$ cat src/rtl/ssram_arb_pkg.sv
`default_nettype none
// ============================================================================
// Module   : ssram_arb_pkg
// Brief    : Shared types and constants for the SSRAM port arbiter.
// Revision : 1.0
// ============================================================================
package ssram_arb_pkg;

    typedef enum logic [1:0] {
        IDLE = 2'd0,
        OWN0 = 2'd1,
        OWN1 = 2'd2
    } arb_state_t;

    localparam int DEF_ADDR_WIDTH = 9;
    localparam int DEF_DATA_WIDTH = 32;

    localparam logic JTAG_REQ = 1'b0;
    localparam logic DMA_REQ  = 1'b1;

endpackage
`default_nettype wire

$ cat src/rtl/ssram_port_arbiter_if.sv
`default_nettype none
// ============================================================================
// Module   : ssram_port_arbiter_if
// Brief    : Requester handshake and SSRAM port signals of the arbiter.
// Revision : 1.0
// ============================================================================
interface ssram_port_arbiter_if
    import ssram_arb_pkg::*;
#(
    parameter int ADDR_WIDTH = DEF_ADDR_WIDTH,
    parameter int DATA_WIDTH = DEF_DATA_WIDTH
);
    logic                  req0, req1;
    logic                  lock0, lock1;
    logic                  we0, we1;
    logic [ADDR_WIDTH-1:0] addr0, addr1;
    logic [DATA_WIDTH-1:0] wdata0, wdata1;
    logic                  gnt0, gnt1;
    logic                  rvalid0, rvalid1;
    logic [DATA_WIDTH-1:0] rdata0, rdata1;
    logic                  lockTimeout;
    logic [ADDR_WIDTH-1:0] memAddress;
    logic                  memWriteEnable;
    logic [DATA_WIDTH-1:0] memDataIn;
    logic [DATA_WIDTH-1:0] memDataOut;

    modport slave (
        input  req0, req1, lock0, lock1, we0, we1, addr0, addr1,
               wdata0, wdata1, memDataOut,
        output gnt0, gnt1, rvalid0, rvalid1, rdata0, rdata1, lockTimeout,
               memAddress, memWriteEnable, memDataIn
    );

    modport master (
        output req0, req1, lock0, lock1, we0, we1, addr0, addr1,
               wdata0, wdata1, memDataOut,
        input  gnt0, gnt1, rvalid0, rvalid1, rdata0, rdata1, lockTimeout,
               memAddress, memWriteEnable, memDataIn
    );

endinterface
`default_nettype wire

$ cat src/rtl/ssram_port_arbiter.sv
`default_nettype none
// ============================================================================
// Module   : ssram_port_arbiter
// Brief    : Round-robin, lock-capable arbiter sharing one SSRAM port between
//            the JTAG shift engine (0) and the bus-side DMA (1).
// Revision : 1.0
// ============================================================================
module ssram_port_arbiter
    import ssram_arb_pkg::*;
#(
    parameter int ADDR_WIDTH      = DEF_ADDR_WIDTH,
    parameter int DATA_WIDTH      = DEF_DATA_WIDTH,
    parameter int MAX_LOCK_CYCLES = 16
) (
    input  wire logic            clock,
    input  wire logic            reset,
    ssram_port_arbiter_if.slave  bus
);

    localparam logic [7:0] c_LOCK_LIMIT = 8'(MAX_LOCK_CYCLES - 1);

    arb_state_t r_state;
    arb_state_t w_next;
    logic       r_last_grant;
    logic [7:0] r_lock_count;
    logic       r_rvalid0;
    logic       r_rvalid1;
    logic       r_lock_timeout;
    logic       w_gnt0;
    logic       w_gnt1;
    logic       w_at_limit;
    logic       w_forced;

    // The count includes the cycle whose grant took the lock, so a burst
    // owns the port for at most MAX_LOCK_CYCLES consecutive grants.
    assign w_at_limit = (r_lock_count >= c_LOCK_LIMIT);

    always_comb begin
        w_gnt0   = 1'b0;
        w_gnt1   = 1'b0;
        w_next   = r_state;
        w_forced = 1'b0;
        case (r_state)
            IDLE: begin
                w_gnt0 = bus.req0 && (!bus.req1 || (r_last_grant == DMA_REQ));
                w_gnt1 = bus.req1 && !w_gnt0;
                if (w_gnt0 && bus.lock0) begin
                    w_next = OWN0;
                end else if (w_gnt1 && bus.lock1) begin
                    w_next = OWN1;
                end
            end
            OWN0: begin
                w_gnt0 = bus.req0;
                if (w_at_limit) begin
                    w_next   = IDLE;
                    w_forced = bus.lock0;
                end else if (!bus.lock0) begin
                    w_next = IDLE;
                end
            end
            OWN1: begin
                w_gnt1 = bus.req1;
                if (w_at_limit) begin
                    w_next   = IDLE;
                    w_forced = bus.lock1;
                end else if (!bus.lock1) begin
                    w_next = IDLE;
                end
            end
            default: w_next = IDLE;
        endcase
        if (reset) begin
            w_gnt0 = 1'b0;
            w_gnt1 = 1'b0;
        end
    end

    always_ff @(posedge clock) begin
        if (reset) begin
            r_state        <= IDLE;
            r_last_grant   <= DMA_REQ;
            r_lock_count   <= 8'd0;
            r_rvalid0      <= 1'b0;
            r_rvalid1      <= 1'b0;
            r_lock_timeout <= 1'b0;
        end else begin
            r_state <= w_next;
            if (w_gnt0) begin
                r_last_grant <= JTAG_REQ;
            end else if (w_gnt1) begin
                r_last_grant <= DMA_REQ;
            end
            if (r_state == IDLE) begin
                r_lock_count <= 8'd1;
            end else begin
                r_lock_count <= r_lock_count + 8'd1;
            end
            r_rvalid0      <= w_gnt0 & ~bus.we0;
            r_rvalid1      <= w_gnt1 & ~bus.we1;
            r_lock_timeout <= w_forced;
        end
    end

    assign bus.gnt0           = w_gnt0;
    assign bus.gnt1           = w_gnt1;
    assign bus.rvalid0        = r_rvalid0;
    assign bus.rvalid1        = r_rvalid1;
    assign bus.rdata0         = bus.memDataOut;
    assign bus.rdata1         = bus.memDataOut;
    assign bus.lockTimeout    = r_lock_timeout;
    assign bus.memAddress     = w_gnt0 ? bus.addr0  : (w_gnt1 ? bus.addr1  : {ADDR_WIDTH{1'b0}});
    assign bus.memDataIn      = w_gnt0 ? bus.wdata0 : (w_gnt1 ? bus.wdata1 : {DATA_WIDTH{1'b0}});
    assign bus.memWriteEnable = (w_gnt0 & bus.we0) | (w_gnt1 & bus.we1);

endmodule
`default_nettype wire

$ cat src/flat_wrapper.sv
// flat-port wrapper written by rule: the top's interface ports become plain ports
module ssram_port_arbiter_flat import ssram_arb_pkg::*;
#(
    parameter int ADDR_WIDTH      = DEF_ADDR_WIDTH,
    parameter int DATA_WIDTH      = DEF_DATA_WIDTH,
    parameter int MAX_LOCK_CYCLES = 16
)
  (clock, reset, bus_req0, bus_req1, bus_lock0, bus_lock1, bus_we0, bus_we1, bus_addr0, bus_addr1, bus_wdata0, bus_wdata1, bus_memDataOut, bus_gnt0, bus_gnt1, bus_rvalid0, bus_rvalid1, bus_rdata0, bus_rdata1, bus_lockTimeout, bus_memAddress, bus_memWriteEnable, bus_memDataIn);
  ssram_port_arbiter_if #(.ADDR_WIDTH(ADDR_WIDTH), .DATA_WIDTH(DATA_WIDTH)) bus_i ();
  input  wire logic clock;
  input  wire logic reset;
  input wire logic [$bits(bus_i.req0)-1:0] bus_req0;
  input wire logic [$bits(bus_i.req1)-1:0] bus_req1;
  input wire logic [$bits(bus_i.lock0)-1:0] bus_lock0;
  input wire logic [$bits(bus_i.lock1)-1:0] bus_lock1;
  input wire logic [$bits(bus_i.we0)-1:0] bus_we0;
  input wire logic [$bits(bus_i.we1)-1:0] bus_we1;
  input wire logic [$bits(bus_i.addr0)-1:0] bus_addr0;
  input wire logic [$bits(bus_i.addr1)-1:0] bus_addr1;
  input wire logic [$bits(bus_i.wdata0)-1:0] bus_wdata0;
  input wire logic [$bits(bus_i.wdata1)-1:0] bus_wdata1;
  input wire logic [$bits(bus_i.memDataOut)-1:0] bus_memDataOut;
  output wire logic [$bits(bus_i.gnt0)-1:0] bus_gnt0;
  output wire logic [$bits(bus_i.gnt1)-1:0] bus_gnt1;
  output wire logic [$bits(bus_i.rvalid0)-1:0] bus_rvalid0;
  output wire logic [$bits(bus_i.rvalid1)-1:0] bus_rvalid1;
  output wire logic [$bits(bus_i.rdata0)-1:0] bus_rdata0;
  output wire logic [$bits(bus_i.rdata1)-1:0] bus_rdata1;
  output wire logic [$bits(bus_i.lockTimeout)-1:0] bus_lockTimeout;
  output wire logic [$bits(bus_i.memAddress)-1:0] bus_memAddress;
  output wire logic [$bits(bus_i.memWriteEnable)-1:0] bus_memWriteEnable;
  output wire logic [$bits(bus_i.memDataIn)-1:0] bus_memDataIn;
  assign bus_i.req0 = bus_req0;
  assign bus_i.req1 = bus_req1;
  assign bus_i.lock0 = bus_lock0;
  assign bus_i.lock1 = bus_lock1;
  assign bus_i.we0 = bus_we0;
  assign bus_i.we1 = bus_we1;
  assign bus_i.addr0 = bus_addr0;
  assign bus_i.addr1 = bus_addr1;
  assign bus_i.wdata0 = bus_wdata0;
  assign bus_i.wdata1 = bus_wdata1;
  assign bus_i.memDataOut = bus_memDataOut;
  assign bus_gnt0 = bus_i.gnt0;
  assign bus_gnt1 = bus_i.gnt1;
  assign bus_rvalid0 = bus_i.rvalid0;
  assign bus_rvalid1 = bus_i.rvalid1;
  assign bus_rdata0 = bus_i.rdata0;
  assign bus_rdata1 = bus_i.rdata1;
  assign bus_lockTimeout = bus_i.lockTimeout;
  assign bus_memAddress = bus_i.memAddress;
  assign bus_memWriteEnable = bus_i.memWriteEnable;
  assign bus_memDataIn = bus_i.memDataIn;
  ssram_port_arbiter #(.ADDR_WIDTH(ADDR_WIDTH), .DATA_WIDTH(DATA_WIDTH), .MAX_LOCK_CYCLES(MAX_LOCK_CYCLES)) u_core (.clock(clock), .reset(reset), .bus(bus_i));
endmodule
$ cat config.mk
export PLATFORM = sky130hd
export DESIGN_NAME = ssram_port_arbiter_flat
export DESIGN_NICKNAME = d
export VERILOG_FILES = /design/src/rtl/ssram_arb_pkg.sv /design/src/rtl/ssram_port_arbiter_if.sv /design/src/rtl/ssram_port_arbiter.sv /design/src/flat_wrapper.sv
export SDC_FILE = /design/constraint.sdc
export NUM_CORES = 1
export LEC_CHECK = 0
export BUFFER_PORTS_ARGS = -buffer_cell sky130_fd_sc_hd__buf_2
export CAP_MARGIN = 20
export CORE_AREA = 4 4 88 90
export DETAILED_ROUTE_END_ITERATION = 10
export DIE_AREA = 0 0 92 94
export HOLD_SLACK_MARGIN = 0.05
export PLACE_DENSITY = 0.68
export SLEW_MARGIN = 30
export SYNTH_ARGS = -nofsm -noshare
export SYNTH_HDL_FRONTEND = slang
export SYNTH_SLANG_ARGS = --single-unit
$ cat constraint.sdc
create_clock -name clock -period 2.5 [get_ports clock]
set_input_delay 0.125 -clock clock [delete_from_list [all_inputs] [get_ports clock]]
set_output_delay 0.125 -clock clock [all_outputs]
set_load 0.02 [all_outputs]
==> results of run 1 <==
[synth_stat cells, types with 2 or more instances]
cell,instances,area [sq um]
nand3_1,5,25.0
and3_1,2,12.5
buf_8,4,60.1
xor2_1,4,35.0
a21oi_1,2,10.0
buf_4,68,510
nand2_1,2,7.51
ha_1,4,50.1
dfxtp_1,14,280
inv_1,6,22.5
a22o_1,43,377
xnor2_1,2,17.5
nor2_1,8,30.0
[sequential cells by signal, summed over array words and instances (netlist names)]
signal / cells
u_core.bus.lockTimeout: 1
u_core.r_last_grant: 1
u_core.r_state: 2
u_core.r_lock_count: 8
u_core.bus.rvalid1: 1
u_core.bus.rvalid0: 1
[how the worst min path moves through the flow]
stage	end	cells after the start
2_1_floorplan	u_core.bus.rvalid1	1
6_report	u_core.r_lock_count[0]	2
4_1_cts	u_core.r_lock_count[0]	2
5_1_grt	u_core.bus.rvalid0	2
3_3_place_gp	bus_rdata0[27]	0
3_5_place_dp	bus_rdata0[27]	0
[cell families (layout without fill, tap and decap cells)]
| kind of cell | Yosys count | after routing | share of synthesized area (%) |
|---|---|---|---|
| buffers and inverters | 81 | 150 | 36.6 |
| XOR/XNOR | 6 | 6 | 3.18 |
| flip-flops | 14 | 14 | 17.0 |
| AO/OA/AOI/OAI | 56 | 56 | 29.6 |
| multiplexers | 1 | 1 | 0.606 |
| AND/OR/NAND/NOR | 27 | 27 | 9.99 |
| adder cells (fa/ha/maj) | 4 | 4 | 3.03 |
[repair_timing]
action                                 CTS  global route
setup buffers                            0             0
endpoints found under the hold margin    2             0
hold buffers                             2             0
[critical path, delay by kind of cell (launching register included)]
| kind | cells | cell delay [ns] |
|---|---|---|
| flops | 1 | 0.34 |
| compound gates | 4 | 0.91 |
| buf+inv | 3 | 0.35 |
| fa+ha+maj | 1 | 0.29 |
[power by group through the flow]
stage / logic, mW / registers (mW) / clock network [mW]
floorplan: 0.537 / 0.255 / 0
global placement: 0.569 / 0.253 / 0
detailed placement: 0.574 / 0.254 / 0
CTS: 0.582 / 0.250 / 0.235
global route: 0.620 / 0.251 / 0.248
finish: 0.576 / 0.250 / 0.230
[stage by stage]
stage          setup slack, ns  instances  hold slack (ns)  utilization [%]
6_report                 0.208        357            0.184             28.0
4_1_cts                  0.194        357            0.177             28.0
2_1_floorplan            0.788        189            0.197                -
3_5_place_dp             0.500        351            0.250             26.9
5_1_grt                 0.0784        357            0.202             28.0
3_3_place_gp             0.564        351            0.250             26.9
[per-layer routing]
metal	wire length, microns	share of wire (%)	GRT usage, %	vias up
met3	616	9.8	4.09	40
met1	2290	36	14.5	711
li1	-	-	-	754
met4	293	4.7	8.17	2
met5	13	0.21	0	-
met2	3080	49	22.3	91
[cell type report]
cell class | instances | share of cell area, %
multi-input cells | 94 | 38.9
repair buffers | 139 | 36.5
clock buffers | 4 | 2.79
inverters | 7 | 1.33
flip-flops and latches | 14 | 14.2
well taps | 99 | 6.28
==> results.md, run 1 <==
* Run status: finished clean
* Peak VDD IR at 0.177 mV
* Clock root cell: clkbuf_8
* Vias per cell at 4.48
* FFs w/ async S/R, synth at 0%
* Sequential Power Share at 23.7%
* Area grow syn2layout at 19.4%
* Sw power at 0.435 mW
* CTS Sinks at 14
* RSZ-0062 raised after global routing: no
* DR DRC count at 0
* Min-delay worst type: input pin to flip-flop
* Beginning of the critical path: u_core.r_state[0]
* Vias in the first global route at 1578
* Int Power at 0.621 mW
* Synthesized cell area at 1650 sq um
* Routability Congestion at 0.813
* Critical path class: flip-flop to output port
* # Max-Cap Violations at 0
* DRT iter0 DRCs at 45
* Via count at 1598
* Final Cell Area at 1970 sq um
* Net count, final at 385
* Most frequent cells in the layout: buf_2, a22o_1, dfxtp_1, nor2_1, inv_1
* Pin count of the biggest net entering global routing at 42
* Worst-skew pair later-pin latency at 0.26 ns
* Worst path max stage delay at 0.41 ns
* Design Power at 1.06 mW
* First-pass GRT wire length at 8660 microns
* Setup TNS at 0 ns
* Final Hold Viols at 0
* Post-Route Skew at 0.00309 ns
* Post-synth net total at 315
* Worst EP required at 2.38 ns
* Clock power share at 21.8%
* Yosys cell types at 38
* Hold wc startpoint: reset
* Seq/Total Area, Yosys at 17.0%
* Post-cts sizing count at 0
* Num ports at 233
* Register area at 280 sq um
* Total CTS buffers at 3
* Detailed Place HPWL at 5220 microns
* Die area at 8650 sq um
* CTS clk-pin slew, worst paths at 0.06 ns
* Core Region at 7060 sq um
* Routed wire length at 6300 microns
* Die X at 92 microns
* Slew @ Worst Pin at 0.465 ns
* Sw Ratio at 41.2%
* Total track usage at 13.2%
* Synthesized flop and latch total at 14
* Max Buffers Root-to-Sink at 2
* Ys Warns at 0
* # fillers at 803
* Initial Utilization at 23.4%
* Post-layout min period at 2.29 ns
* Die H at 94 microns
* Worst-path fanout max at 41
* Headroom to the max-slew limit at 69.0%
* Overflow after GRT at 0
* CP arrival at 2.17 ns
* Fmax at 436 MHz
* CP Capture Type: output port
* CTS tree: done
* Row cnt at 31
* # diodes at 0
* Reg2reg setup slack at 0.89 ns
* Power share of the combinational group at 54.5%
* R2R Path Start: u_core.r_state[0]
* # setup viols final at 0
* Worst reg2reg path depth at 6
* CP Cell Sequence: inv_1 > ha_1 > a21boi_2 > o21ai_2 > inv_2 > o21a_4 > a22o_1 > buf_2
* Cell area power density at 535 nW/um^2
* Placement Cell Area at 1900 sq um
* Drt first pass iters at 4
* Input/output buffers at 136
* Number of flops mapped to enable cells by yosys at 0
* Initial antenna violation count at 1
* Share of layout cells above drive strength 1 at 58.1%
* H-tree levels at 1
* Area of the multi-input gates at 767 sq um
* CP startpoint kind: flip-flop
* Worst R2R End: u_core.r_state[0]
* Avg Inst Size Synth at 8.75 sq um
* Critical Path Slowest Stage Cell: o21a_4
* Period utilization at 91.7%
* Antenna Nets Post-Route at 0
* Synth Flop Type: dfxtp_1
* Routed wire per std cell at 17.6 microns
* Syn Inst Count at 189
* Leakage at 1.06 nW
* CP endpoint: bus_memAddress[0]
* Slew Viols, Final at 0
* Commonest non-fill, non-tap cell in the layout: buf_2
No activity file was read; power rests on OpenSTA's default activity.
==> run 2, diff against run 1 <==
==> constraint.sdc (replaced) <==
create_clock -name clock -period 2.5 [get_ports clock]
set_input_delay 0.5 -clock clock [delete_from_list [all_inputs] [get_ports clock]]
set_output_delay 0.5 -clock clock [all_outputs]
set_load 0.02 [all_outputs]
==> run 2 against run 1 <==
Utilization increased by 1.2 points; critical path depth unchanged; first-iteration DRC count is 18% lower; clock power is 2% lower; via count is 3.1% higher; total power rose by 6.8%; critical endpoint is now bus_memDataIn[18].
==> results.md, run 2 (synthesis gave the netlist of run 1 again) <==
* CTS Sinks at 14
* H-tree levels at 1
* # fillers at 788
* CTS tree: done
* Clock root cell: clkbuf_8
* Period utilization at 95.5%
* Overflow after GRT at 0
* Sw power at 0.464 mW
* Row cnt at 31
* CP startpoint kind: flip-flop
* DR DRC count at 0
* Vias in the first global route at 1642
* Worst-skew pair later-pin latency at 0.25 ns
* Total track usage at 14.3%
* Routability Congestion at 0.852
* Initial antenna violation count at 1
* Initial Utilization at 23.4%
* Vias per cell at 4.55
* Power share of the combinational group at 57.9%
* Detailed Place HPWL at 5330 microns
* Hold WS at 0.430 ns
* Register area at 280 sq um
* Headroom to the max-slew limit at 71.1%
* Critical path class: flip-flop to output port
* Leakage at 1.09 nW
* Min-delay worst type: input pin to flip-flop
* CP arrival at 1.89 ns
* RSZ-0062 raised after global routing: no
* Die area at 8650 sq um
* Max Buffers Root-to-Sink at 2
* Share of layout cells above drive strength 1 at 60.1%
* Most frequent cells in the layout: buf_2, a22o_1, dfxtp_1, nor2_1, inv_1
* # Max-Cap Violations at 0
* Input/output buffers at 136
* Slew @ Worst Pin at 0.433 ns
* Post-layout min period at 2.39 ns
* Worst-path fanout max at 7
* Net count, final at 390
* Pin count of the biggest net entering global routing at 36
* Fmax at 419 MHz
* # setup viols final at 0
* Layout Utilization at 29.1%
* Num ports at 233
* Die H at 94 microns
* Slew Viols, Final at 0
* Drt first pass iters at 4
* CTS clk-pin slew, worst paths at 0.06 ns
* Worst EP required at 2.00 ns
* Int Power at 0.664 mW
* Largest Register: u_core.r_lock_count
* Final Cell Area at 2060 sq um
* Routed wire per std cell at 19.1 microns
* Biggest regs: u_core.r_lock_count (8), u_core.r_state (2)
* Total CTS buffers at 3
* Sw Ratio at 41.1%
* Cell count after placement at 353
* Placement Cell Area at 1910 sq um
* DRT iter0 DRCs at 37
* Core Region at 7060 sq um
* Area of the multi-input gates at 833 sq um
* Peak VDD IR at 0.133 mV
* First-pass GRT wire length at 9290 microns
* Final Hold Viols at 0
* # diodes at 0
* Die X at 92 microns
* Largest register FFs at 8
* Cell area power density at 548 nW/um^2
* Setup TNS at 0 ns
* Via count at 1647
* Post-Route Skew at 0.00232 ns
* CP Capture Type: output port
* Area grow syn2layout at 24.5%
* Antenna Nets Post-Route at 0
* Sequential Power Share at 22.1%
* Non-filler cells in the finished layout at 362
* Routed wire length at 6920 microns
* Commonest non-fill, non-tap cell in the layout: buf_2
* Clock power share at 20.0%
* Run status: finished clean
run 2: through the flow:
| stage | worst slack [ns] | power [mW] |
|---|---|---|
| finish | 0.114 | 1.13 |
| CTS | 0.0217 | 1.09 |
| global placement | 0.151 | 0.829 |
| floorplan | 0.413 | 0.792 |
| detailed placement | 0.0973 | 0.834 |
| global route | 0.0298 | 1.20 |
run 2: metal layers:
layer | global-route usage (%) | part of all wire [%] | vias to the layer above
li1 | - | - | 771
met1 | 16.4 | 37 | 747
met2 | 23.5 | 49 | 87
met3 | 4.81 | 10 | 40
met4 | 7.43 | 4.0 | 2
met5 | 0 | 0.19 | -
run 2: path summary, 6_finish.rpt:
| check | end | start | cells past startpoint | slack [ns] |
|---|---|---|---|---|
| setup / recovery | bus_memDataIn[18] | u_core.r_state[0] | 8 | 0.11 |
| hold / removal | u_core.bus.rvalid1 | bus_we1 | 2 | 0.43 |
| setup reg to reg | u_core.r_state[1] | u_core.r_state[0] | 6 | 0.94 |
| hold reg to reg | u_core.r_lock_count[0] | u_core.r_lock_count[0] | 1 | 0.46 |
run 2: layout make-up:
cell class,instances,share of cell area (%)
timing repair buffer,140,35.8
clock buffer,4,2.68
sequential,14,13.6
tap,99,6.02
multi-input combinational,98,40.5
inverter,7,1.40
run 2: repair_timing:
| action | 4_1_cts | 5_1_grt |
|---|---|---|
| setup endpoints to repair | 41 | 30 |
| resized for setup | 3 | 3 |
| hold buffers | 0 | 0 |
| cloned | 2 | 2 |
| buffers inserted | 0 | 1 |
run 2: critical path, stage by stage (launching register included):
cell	delay, ns
dfxtp_1	0.36
inv_1	0.11
ha_4	0.19
a21boi_2	0.15
o21ai_2	0.18
inv_4	0.09
o21a_2	0.18
a22o_1	0.20
buf_2	0.16
run 2: power groups by stage:
| stage | clock [mW] | combinational (mW) | sequential (mW) |
|---|---|---|---|
| 5_1_grt | 0.247 | 0.707 | 0.250 |
| 3_5_place_dp | 0 | 0.580 | 0.254 |
| 2_1_floorplan | 0 | 0.537 | 0.255 |
| 4_1_cts | 0.235 | 0.609 | 0.249 |
| 3_3_place_gp | 0 | 0.576 | 0.253 |
| 6_report | 0.226 | 0.653 | 0.249 |
